## src/rtl/eq_pkg.sv

```systemverilog
// Shared definitions for the equalizer band scheduler.
//   sched_state_t : scheduler FSM states
//   NUM_BANDS_DEF : default number of FIR bands
//   BAND_IDX_W    : width of a band index for the default band count
package eq_pkg;

  localparam int NUM_BANDS_DEF = 5;
  localparam int BAND_IDX_W    = $clog2(NUM_BANDS_DEF);

  typedef enum logic [1:0] {
    IDLE  = 2'd0,
    START = 2'd1,
    WAIT  = 2'd2,
    DONE  = 2'd3
  } sched_state_t;

endpackage

```

## src/rtl/lsb_find.sv

```systemverilog
// Lowest-set-bit encoder.
//   vec_i   : input bit vector
//   idx_o   : index of the lowest set bit (0 when vec_i is all zero)
//   valid_o : high when any bit of vec_i is set
module lsb_find #(
  parameter int N     = 5,
  parameter int IDX_W = $clog2(N)
) (
  input  logic [N-1:0]     vec_i,
  output logic [IDX_W-1:0] idx_o,
  output logic             valid_o
);

  // Scan from the top down so the lowest set bit is the last one written.
  always_comb begin
    idx_o = '0;
    for (int i = N - 1; i >= 0; i--) begin
      if (vec_i[i]) idx_o = IDX_W'(i);
    end
  end

  assign valid_o = |vec_i;

endmodule

```

## src/rtl/fir_band_sched.sv

```systemverilog
// Sequences the equalizer FIR bands one at a time for each new audio frame.
//   clk, RST_n  : clock, asynchronous active-low reset
//   frame_rdy   : new-frame strobe from the sample queue
//   band_en     : enable mask, captured when a frame is accepted
//   band_done   : per-band completion pulses
//   band_start  : one-hot start pulse to the selected band
//   band_sel    : index of the band being started/awaited
//   busy        : scheduler not idle (registered)
//   frame_done  : all enabled bands finished for the frame
//   ovr_cnt     : saturating count of frames dropped while busy
//   tmo, tmo_band : band timeout pulse and index of the last hung band
//
// state | meaning
// IDLE  | waiting for frame_rdy
// START | pulse band_start for lowest pending band (1 cycle)
// WAIT  | waiting for that band's done or timeout
// DONE  | pulse frame_done (1 cycle)
module fir_band_sched
  import eq_pkg::*;
#(
  parameter int NUM_BANDS = NUM_BANDS_DEF,
  parameter int TIMEOUT   = 2048,
  parameter int CNT_W     = 8,
  localparam int IDX_W    = $clog2(NUM_BANDS),
  localparam int TMR_W    = $clog2(TIMEOUT)
) (
  input  logic                 clk,
  input  logic                 RST_n,
  input  logic                 frame_rdy,
  input  logic [NUM_BANDS-1:0] band_en,
  input  logic [NUM_BANDS-1:0] band_done,
  output logic [NUM_BANDS-1:0] band_start,
  output logic [IDX_W-1:0]     band_sel,
  output logic                 busy,
  output logic                 frame_done,
  output logic [CNT_W-1:0]     ovr_cnt,
  output logic                 tmo,
  output logic [IDX_W-1:0]     tmo_band
);

  sched_state_t         state_q, state_d;
  logic [NUM_BANDS-1:0] pend_q, pend_d;
  logic [IDX_W-1:0]     sel_q, sel_d;
  logic [TMR_W-1:0]     tmr_q, tmr_d;
  logic [IDX_W-1:0]     tmo_band_q, tmo_band_d;
  logic [CNT_W-1:0]     ovr_q, ovr_d;
  logic                 busy_q;

  logic [IDX_W-1:0]     lsb_idx;
  logic                 lsb_vld;
  logic                 done_seen;
  logic                 tmr_exp;

  lsb_find #(
    .N     (NUM_BANDS),
    .IDX_W (IDX_W)
  ) u_lsb_find (
    .vec_i   (pend_q),
    .idx_o   (lsb_idx),
    .valid_o (lsb_vld)
  );

  assign done_seen = band_done[sel_q];
  assign tmr_exp   = (tmr_q == TMR_W'(TIMEOUT - 1));

  always_comb begin
    state_d    = state_q;
    pend_d     = pend_q;
    sel_d      = sel_q;
    tmr_d      = tmr_q;
    tmo_band_d = tmo_band_q;
    band_start = '0;
    frame_done = 1'b0;
    tmo        = 1'b0;

    case (state_q)
      IDLE: begin
        if (frame_rdy) begin
          pend_d  = band_en;
          state_d = (band_en == '0) ? DONE : START;
        end
      end
      START: begin
        band_start = lsb_vld ? (NUM_BANDS'(1) << lsb_idx) : '0;
        sel_d      = lsb_idx;
        pend_d     = pend_q & ~(NUM_BANDS'(1) << lsb_idx);
        tmr_d      = '0;
        state_d    = WAIT;
      end
      WAIT: begin
        tmr_d = tmr_q + 1'b1;
        if (done_seen || tmr_exp) begin
          // done in the same cycle as expiry counts as a normal finish
          if (!done_seen) begin
            tmo        = 1'b1;
            tmo_band_d = sel_q;
          end
          state_d = (pend_q != '0) ? START : DONE;
        end
      end
      DONE: begin
        frame_done = 1'b1;
        state_d    = IDLE;
      end
      default: state_d = IDLE;
    endcase
  end

  // A frame offered while a previous one is still being processed is dropped.
  always_comb begin
    ovr_d = ovr_q;
    if (frame_rdy && (state_q != IDLE) && (ovr_q != {CNT_W{1'b1}})) begin
      ovr_d = ovr_q + 1'b1;
    end
  end

  always_ff @(posedge clk or negedge RST_n) begin
    if (!RST_n) begin
      state_q    <= IDLE;
      pend_q     <= '0;
      sel_q      <= '0;
      tmr_q      <= '0;
      tmo_band_q <= '0;
      ovr_q      <= '0;
      busy_q     <= 1'b0;
    end else begin
      state_q    <= state_d;
      pend_q     <= pend_d;
      sel_q      <= sel_d;
      tmr_q      <= tmr_d;
      tmo_band_q <= tmo_band_d;
      ovr_q      <= ovr_d;
      busy_q     <= (state_d != IDLE);
    end
  end

  assign band_sel = sel_q;
  assign busy     = busy_q;
  assign ovr_cnt  = ovr_q;
  assign tmo_band = tmo_band_q;

endmodule

```

## config.mk

```make
export PLATFORM = sky130hd
export DESIGN_NAME = fir_band_sched
export DESIGN_NICKNAME = d
export VERILOG_FILES = /design/src/rtl/eq_pkg.sv /design/src/rtl/lsb_find.sv /design/src/rtl/fir_band_sched.sv
export SDC_FILE = /design/constraint.sdc
export NUM_CORES = 1
export LEC_CHECK = 0
export CAP_MARGIN = 25
export CORE_MARGIN = 3
export CORE_UTILIZATION = 54
export CTS_BUF_LIST = sky130_fd_sc_hd__clkbuf_2 sky130_fd_sc_hd__clkbuf_4 sky130_fd_sc_hd__clkbuf_8
export CTS_CLUSTER_DIAMETER = 80
export DETAILED_ROUTE_END_ITERATION = 8
export PLACE_DENSITY = 0.82
export SLEW_MARGIN = 20
export SYNTH_ARGS = -nofsm -noshare
export SYNTH_HDL_FRONTEND = slang
export SYNTH_HIERARCHICAL = 1
export SYNTH_SLANG_ARGS = --single-unit
```

## constraint.sdc

```tcl
create_clock -name clk -period 2.4 [get_ports clk]
set_input_delay 0.48 -clock clk [delete_from_list [all_inputs] [get_ports clk]]
set_output_delay 0.48 -clock clk [all_outputs]
set_load 0.05 [all_outputs]
```

Word-level counts from Yosys, hierarchy flattened. Cells that the tools add are included.

Flip-flop bits (word level): 33. Bits in latches: 0. RAM bits: 0. ROM bits: 0. Input port bits: 13. Output and inout port bits: 22. Word-level logic and storage cells: 54. Memories kept: 0.

Add/subtract/negate cells: 2. Multiply operators: 0. Divide/modulo/power cells: 0. Order comparisons: 1. Equal/unequal tests: 6. Shift-type cells: 1. Multiplexer cells: 21. Bitwise gates (word level): 3. Reductions and logical operators: 13.

Operators by type and width (number): case mux 11 bit (2 select lines) (1); 2-to-1 mux 3 bit (5); 2-to-1 mux 5 bit (3); adder 11 x 1 -> 11 bit, second input constant (1); equality test 11 bit, second input constant (1); case mux 5 bit (2 select lines) (1); adder 8 x 1 -> 8 bit, second input constant (1); 2-to-1 mux 2 bit (4); != test 8 bit, second input constant (1); case mux 2 bit (4 select lines) (1); nonzero test 2 bit (4); AND 5 bit (1); logical NOT 5 bit (1); 2-to-1 mux 1 bit (5); NOT 5 bit (1); nonzero test 5 bit (1); OR reduction 5 bit (1); << shifter 1 x 3 -> 5 bit, first input constant (1); equality test 2 bit, second input constant (2); less-than comparator 3 x 4 -> 1 bit, second input constant (1); binary-select mux 1 bit (select 3 bit) (1); AND reduction 3 bit (1); equality test 2 x 1 -> 1 bit, second input constant (1); logical AND 1 bit (2); 5 further kinds (5).

Logic depth before layout (Yosys ltp).
Word-level depth: 9. Gate-level depth with buffers: 7. Depth with buffers taken out: 6.

Hierarchy. The synthesis kept the hierarchy.

Modules (own cells, without submodules): fir_band_sched (instances 1, cells each 193, area each 1860.5 µm², sequential area each 825.8 µm²); lsb_find (instances 1, cells each 8, area each 48.8 µm², sequential area each 0.0 µm²).

Least setup slack after synthesis. Ideal clock, no wire load.

Path kind: reg-to-output. Start: register state_q[1]. End: output band_start[0]. Arrival time: 2.751 ns. Data required time: 1.920 ns. Slack: -0.831 ns. Cell stages (with the launch flop): 7. Buffers on the path: 2. Path through: dfrtp_1 inv_1 ha_1 clkbuf_1 clkbuf_1 nand2_1 nor4_1.

Cells in the longest elaborated chain, start to end: 2.

Ends and longest elaborated chain: from (decl) (line fir_band_sched.sv:41) `sched_state_t state_q, state_d;`; from (signal assigned) (line fir_band_sched.sv:127) `state_q <= state_d;`; equality test 2 x 1 -> 1 bit (line fir_band_sched.sv:76) `case (state_q)`; 2-to-1 mux 5 bit (line fir_band_sched.sv:76); to (decl) (line fir_band_sched.sv:32) `output logic [NUM_BANDS-1:0] band_start,`.

Every way passes these cells.

Final worst setup path.
Start: register tmr_q[0]. End: output tmo.

Cells in the longest elaborated chain, start to end: 4.

Ends and longest elaborated chain: from (decl) (line fir_band_sched.sv:44) `logic [TMR_W-1:0] tmr_q, tmr_d;`; from (signal assigned) (line fir_band_sched.sv:130) `tmr_q <= tmr_d;`; equality test 11 bit (line fir_band_sched.sv:64) `assign tmr_exp = (tmr_q == TMR_W'(TIMEOUT - 1));`; logical OR 1 bit (line fir_band_sched.sv:92) `if (done_seen || tmr_exp) begin`; 2-to-1 mux 1 bit (line fir_band_sched.sv:92); 2-to-1 mux 1 bit (line fir_band_sched.sv:76); to (decl) (line fir_band_sched.sv:37) `output logic tmo,`.

Every way passes these cells.

==> report_table.html <==
<table>
<tr><th>Metric</th><th>Value</th></tr>
<tr><th colspan="2">Setup path</th></tr>
<tr><td>Arrival time worst endpoint</td><td>1810 ps</td></tr>
<tr><td>CP bufs+invs</td><td>2</td></tr>
<tr><td>Worst setup SP type</td><td>flip-flop</td></tr>
<tr><td>R2r setup slk</td><td>330 ps</td></tr>
<tr><td>Category of the critical setup timing path</td><td>flip-flop to output pin</td></tr>
<tr><td>Cell with the biggest individual delay on the critical path</td><td>sky130_fd_sc_hd__dfrtp_1</td></tr>
<tr><td>Crit path capture type</td><td>output pin</td></tr>
<tr><td>Startpoint of the worst register-to-register path</td><td>state_q[1]</td></tr>
<tr><td>Cell depth of the worst flop-to-flop path</td><td>6</td></tr>
<tr><td>Largest fanout on the critical path</td><td>5</td></tr>
<tr><td>Worst-path cell chain</td><td>ha_4 &gt; nand4_4 &gt; nor3_4 &gt; o2111ai_4 &gt; inv_2 &gt; buf_12</td></tr>
<tr><td>CP max stage delay</td><td>450 ps</td></tr>
<tr><td>Endpoint of the most critical register-to-register path</td><td>busy</td></tr>
<tr><td>Required arrival time at the worst endpoint</td><td>1920 ps</td></tr>
<tr><td>Largest delay contributor family on the critical path</td><td>flip-flops</td></tr>
<tr><th colspan="2">Drt</th></tr>
<tr><td>Routed length per placed instance</td><td>14.9 um</td></tr>
<tr><td>Vias after detailed routing</td><td>1,622</td></tr>
<tr><td>Violation count after the first detailed-routing iteration</td><td>174</td></tr>
<tr><td>Count of TritonRoute iterations in the first routing pass</td><td>4</td></tr>
<tr><td>Final routed DRC violation total</td><td>0</td></tr>
<tr><td>Post-detailed-route count of antenna-violating nets</td><td>0</td></tr>
<tr><td>Via density per instance</td><td>5.65</td></tr>
<tr><td>WL final</td><td>4.27 mm</td></tr>
<tr><th colspan="2">Layout</th></tr>
<tr><td>Signed area change from the synthesized netlist to the final layout</td><td>32.2%</td></tr>
<tr><td>Net count, final</td><td>261</td></tr>
<tr><td>Fraction of final layout cells with drive strength greater than 1</td><td>19.3%</td></tr>
<tr><td>Sequential cell area</td><td>831 um^2</td></tr>
<tr><td>Final core utilization</td><td>78.8%</td></tr>
<tr><td>Multi-input gate area</td><td>1090 um^2</td></tr>
<tr><td>Most frequent cells in the layout</td><td>29 x sky130_fd_sc_hd__dfrtp_1, 28 x sky130_fd_sc_hd__clkdlybuf4s50_1, 16 x sky130_fd_sc_hd__nand2_1, 13 x sky130_fd_sc_hd__nor2_1, 12 x sky130_fd_sc_hd__a21oi_1</td></tr>
<tr><td>Most common cell after layout, fill and taps aside</td><td>sky130_fd_sc_hd__dfrtp_1</td></tr>
<tr><td>Filler Cell Count</td><td>223</td></tr>
<tr><td>Final antenna diode count</td><td>0</td></tr>
<tr><th colspan="2">Synthesis</th></tr>
<tr><td>Post-synthesis cell count</td><td>201</td></tr>
<tr><td>Sequential share of the synthesized area</td><td>43.3%</td></tr>
<tr><td>Number of enable-type register cells in the synthesized netlist</td><td>0</td></tr>
<tr><td>Synthesis-stage register bit count</td><td>33</td></tr>
<tr><td>Warning count from the yosys run</td><td>6</td></tr>
<tr><td>Mapped Nets</td><td>220</td></tr>
<tr><td>Mean Syn Cell Area</td><td>9.50 um^2</td></tr>
<tr><td>Synthesized area</td><td>1910 um^2</td></tr>
<tr><td>Share of synthesized flip-flops with an asynchronous set or reset</td><td>100%</td></tr>
<tr><td>Cell type with the highest aggregate area in the netlist</td><td>sky130_fd_sc_hd__dfrtp_1</td></tr>
<tr><td>Post-synth cell types</td><td>45</td></tr>
<tr><td>Proportion of netlist area held by the largest area contributor</td><td>43.3%</td></tr>
<tr><td>Top_reg_cell synth</td><td>sky130_fd_sc_hd__dfrtp_1</td></tr>
<tr><td>Synth top area cells</td><td>sky130_fd_sc_hd__dfrtp_1 43%, sky130_fd_sc_hd__ha_1 3.9%, sky130_fd_sc_hd__a21oi_1 3.1%</td></tr>
<tr><th colspan="2">STA</th></tr>
<tr><td>Slew Limit Headroom</td><td>65.4%</td></tr>
<tr><td>Final period util</td><td>95.2%</td></tr>
<tr><td>Clock period minus final worst setup slack</td><td>2290 ps</td></tr>
<tr><td>RSZ-0062 raised after global routing</td><td>false</td></tr>
<tr><td>Final Hold Fails</td><td>0</td></tr>
<tr><td>Final Slew Violations</td><td>0</td></tr>
<tr><td>Fmax</td><td>438 MHz</td></tr>
<tr><td>Clock skew</td><td>7.81 ps</td></tr>
<tr><td>Final worst hold slack</td><td>503 ps</td></tr>
<tr><td>Setup-failing EPs final</td><td>0</td></tr>
<tr><td>Slew of the pin with the lowest slew margin</td><td>518 ps</td></tr>
<tr><th colspan="2">Pwr</th></tr>
<tr><td>Leakage Power</td><td>1.09 nW</td></tr>
<tr><td>VDD IR-drop max</td><td>0.665 mV</td></tr>
<tr><td>Pwr per Cell Area</td><td>1220 nW/um^2</td></tr>
<tr><td>Tot Pwr</td><td>3.07 mW</td></tr>
<tr><th colspan="2">Floorplan</th></tr>
<tr><td>Core area</td><td>3200 um^2</td></tr>
<tr><td>Die span in x</td><td>65.5 um</td></tr>
<tr><td>Initial core utilization</td><td>59.6%</td></tr>
<tr><td>Placement Rows</td><td>20</td></tr>
<tr><td>Die height</td><td>65.5 um</td></tr>
<tr><td>Die ar.</td><td>4290 um^2</td></tr>
<tr><td>Number of primary I/O pins</td><td>35</td></tr>
<tr><th colspan="2">CTS</th></tr>
<tr><td>Clk_lat worst skew</td><td>350 ps</td></tr>
<tr><td>Hold-fix buffers at CTS</td><td>0</td></tr>
<tr><td>Post-CTS clock slew at the launch and capture registers of the worst setup and hold paths</td><td>110 ps</td></tr>
<tr><td>Clock sink count</td><td>33</td></tr>
<tr><td>CTS tree</td><td>built</td></tr>
<tr><td>H-Tree Depth</td><td>2</td></tr>
<tr><td>Clock Tree Root</td><td>sky130_fd_sc_hd__clkbuf_4</td></tr>
<tr><td>Number of buffers added by the clock tree synthesis step</td><td>5</td></tr>
<tr><td>Clock buffer depth</td><td>2</td></tr>
<tr><th colspan="2">Min path</th></tr>
<tr><td>Worst Hold Launch</td><td>tmo_band[1]</td></tr>
<tr><td>Sink of the worst hold path</td><td>tmo_band[1]</td></tr>
<tr><td>Worst Hold Class</td><td>flip-flop to flip-flop</td></tr>
<tr><td>Worst hold path stage count</td><td>1</td></tr>
<tr><th colspan="2">Global route</th></tr>
<tr><td>Vias in the first global route</td><td>1,558</td></tr>
<tr><td>Final global-route overflow total</td><td>0</td></tr>
<tr><td>Number of antenna violations at the first check in global routing</td><td>0</td></tr>
<tr><td>All-layer global routing usage</td><td>22.2%</td></tr>
<tr><td>Wire length of the first global-routing pass</td><td>7.25 mm</td></tr>
<tr><td>Maximum number of pins on one net before global-route repair</td><td>34</td></tr>
<tr><th colspan="2">Placement</th></tr>
<tr><td>Detailed placement HPWL</td><td>3.26 mm</td></tr>
<tr><td>Final estimated routing congestion in global placement</td><td>0.835</td></tr>
<tr><td>Buffers on Ports</td><td>34</td></tr>
<tr><th colspan="2">Outcome</th></tr>
<tr><td>Status</td><td>complete, no violations</td></tr>
<tr><th colspan="2">Job</th></tr>
<tr><td>Max-cap check violation count</td><td>0</td></tr>
</table>
[layer usage]
metal | vias up | wire [um] | global-route usage, %
met1 | 777 | 1790 | 25.9
li1 | 796 | - | -
met2 | 38 | 2210 | 38.1
met3 | 11 | 170 | 6.15
met5 | - | 0 | 0
met4 | 0 | 98 | 9.84
[final cells by class]
type                            instances  area share, %
Multi-Input combinational cell        149           43.0
Sequential cell                        33           32.9
Tap cell                               44           2.18
Clock inverter                          3          0.694
Timing Repair Buffer                   41           17.9
Inverter                               12           1.78
Clock buffer                            5           1.49
[cell families after synthesis]
group	Yosys count	synth area share, %
AND/OR/NAND/NOR	79	22.9
buffers and inverters	19	3.80
flip-flops	33	43.3
AO/OA/AOI/OAI	42	14.7
adder cells (fa/ha/maj)	6	3.93
XOR/XNOR	10	4.59
multiplexers	12	6.81
[registers in the layout, summed over array words and instances, names as in the netlist]
signal and flops:
band_sel 3, tmo_band 3, tmr_q 11, pend_q 5, state_q 2, busy 1, ovr_cnt 8
[cells in the mapped netlist (6+ instances only)]
cell	n
sky130_fd_sc_hd__nor3_1	10
sky130_fd_sc_hd__ha_1	6
sky130_fd_sc_hd__o21ai_0	11
sky130_fd_sc_hd__nand2_1	16
sky130_fd_sc_hd__nand3_1	6
sky130_fd_sc_hd__nor2_1	13
sky130_fd_sc_hd__a21oi_1	12
sky130_fd_sc_hd__nand2b_1	6
sky130_fd_sc_hd__clkbuf_1	6
sky130_fd_sc_hd__dfrtp_1	33
sky130_fd_sc_hd__inv_1	12
[where the power goes]
part           internal, mW  switching (mW)  total (mW)
sequential            0.716           0.222       0.939
combinational         0.735            1.09        1.83
clock                 0.110           0.199       0.309
[metrics by stage]
stage          cells  setup slack [ps]  setup TNS, ps  cell area (um^2)
2_1_floorplan    201              -120           -461              1930
3_3_place_gp     278               186              0              2410
3_5_place_dp     278               123              0              2410
4_1_cts          286              33.4              0              2470
5_1_grt          287              7.29              0              2520
6_report         287               114              0              2520
[repair_timing]
item	in CTS	in global routing
gates resized for setup	3	10
buffers inserted	0	1
setup endpoints to repair	2	3
pin swaps	1	1
[how the worst max path moves through the flow]
stage | from | end | slack, ps | cells past startpoint
2_1_floorplan | state_q[1] | band_start[2] | -120 | 6
3_3_place_gp | band_done[1] | tmo | 190 | 6
3_5_place_dp | band_done[0] | tmo | 120 | 6
4_1_cts | pend_q[0] | band_start[4] | 30 | 5
5_1_grt | tmr_q[0] | tmo | 7 | 6
6_report | tmr_q[0] | tmo | 110 | 6
Note: power is estimated with default switching activity, not from simulation.
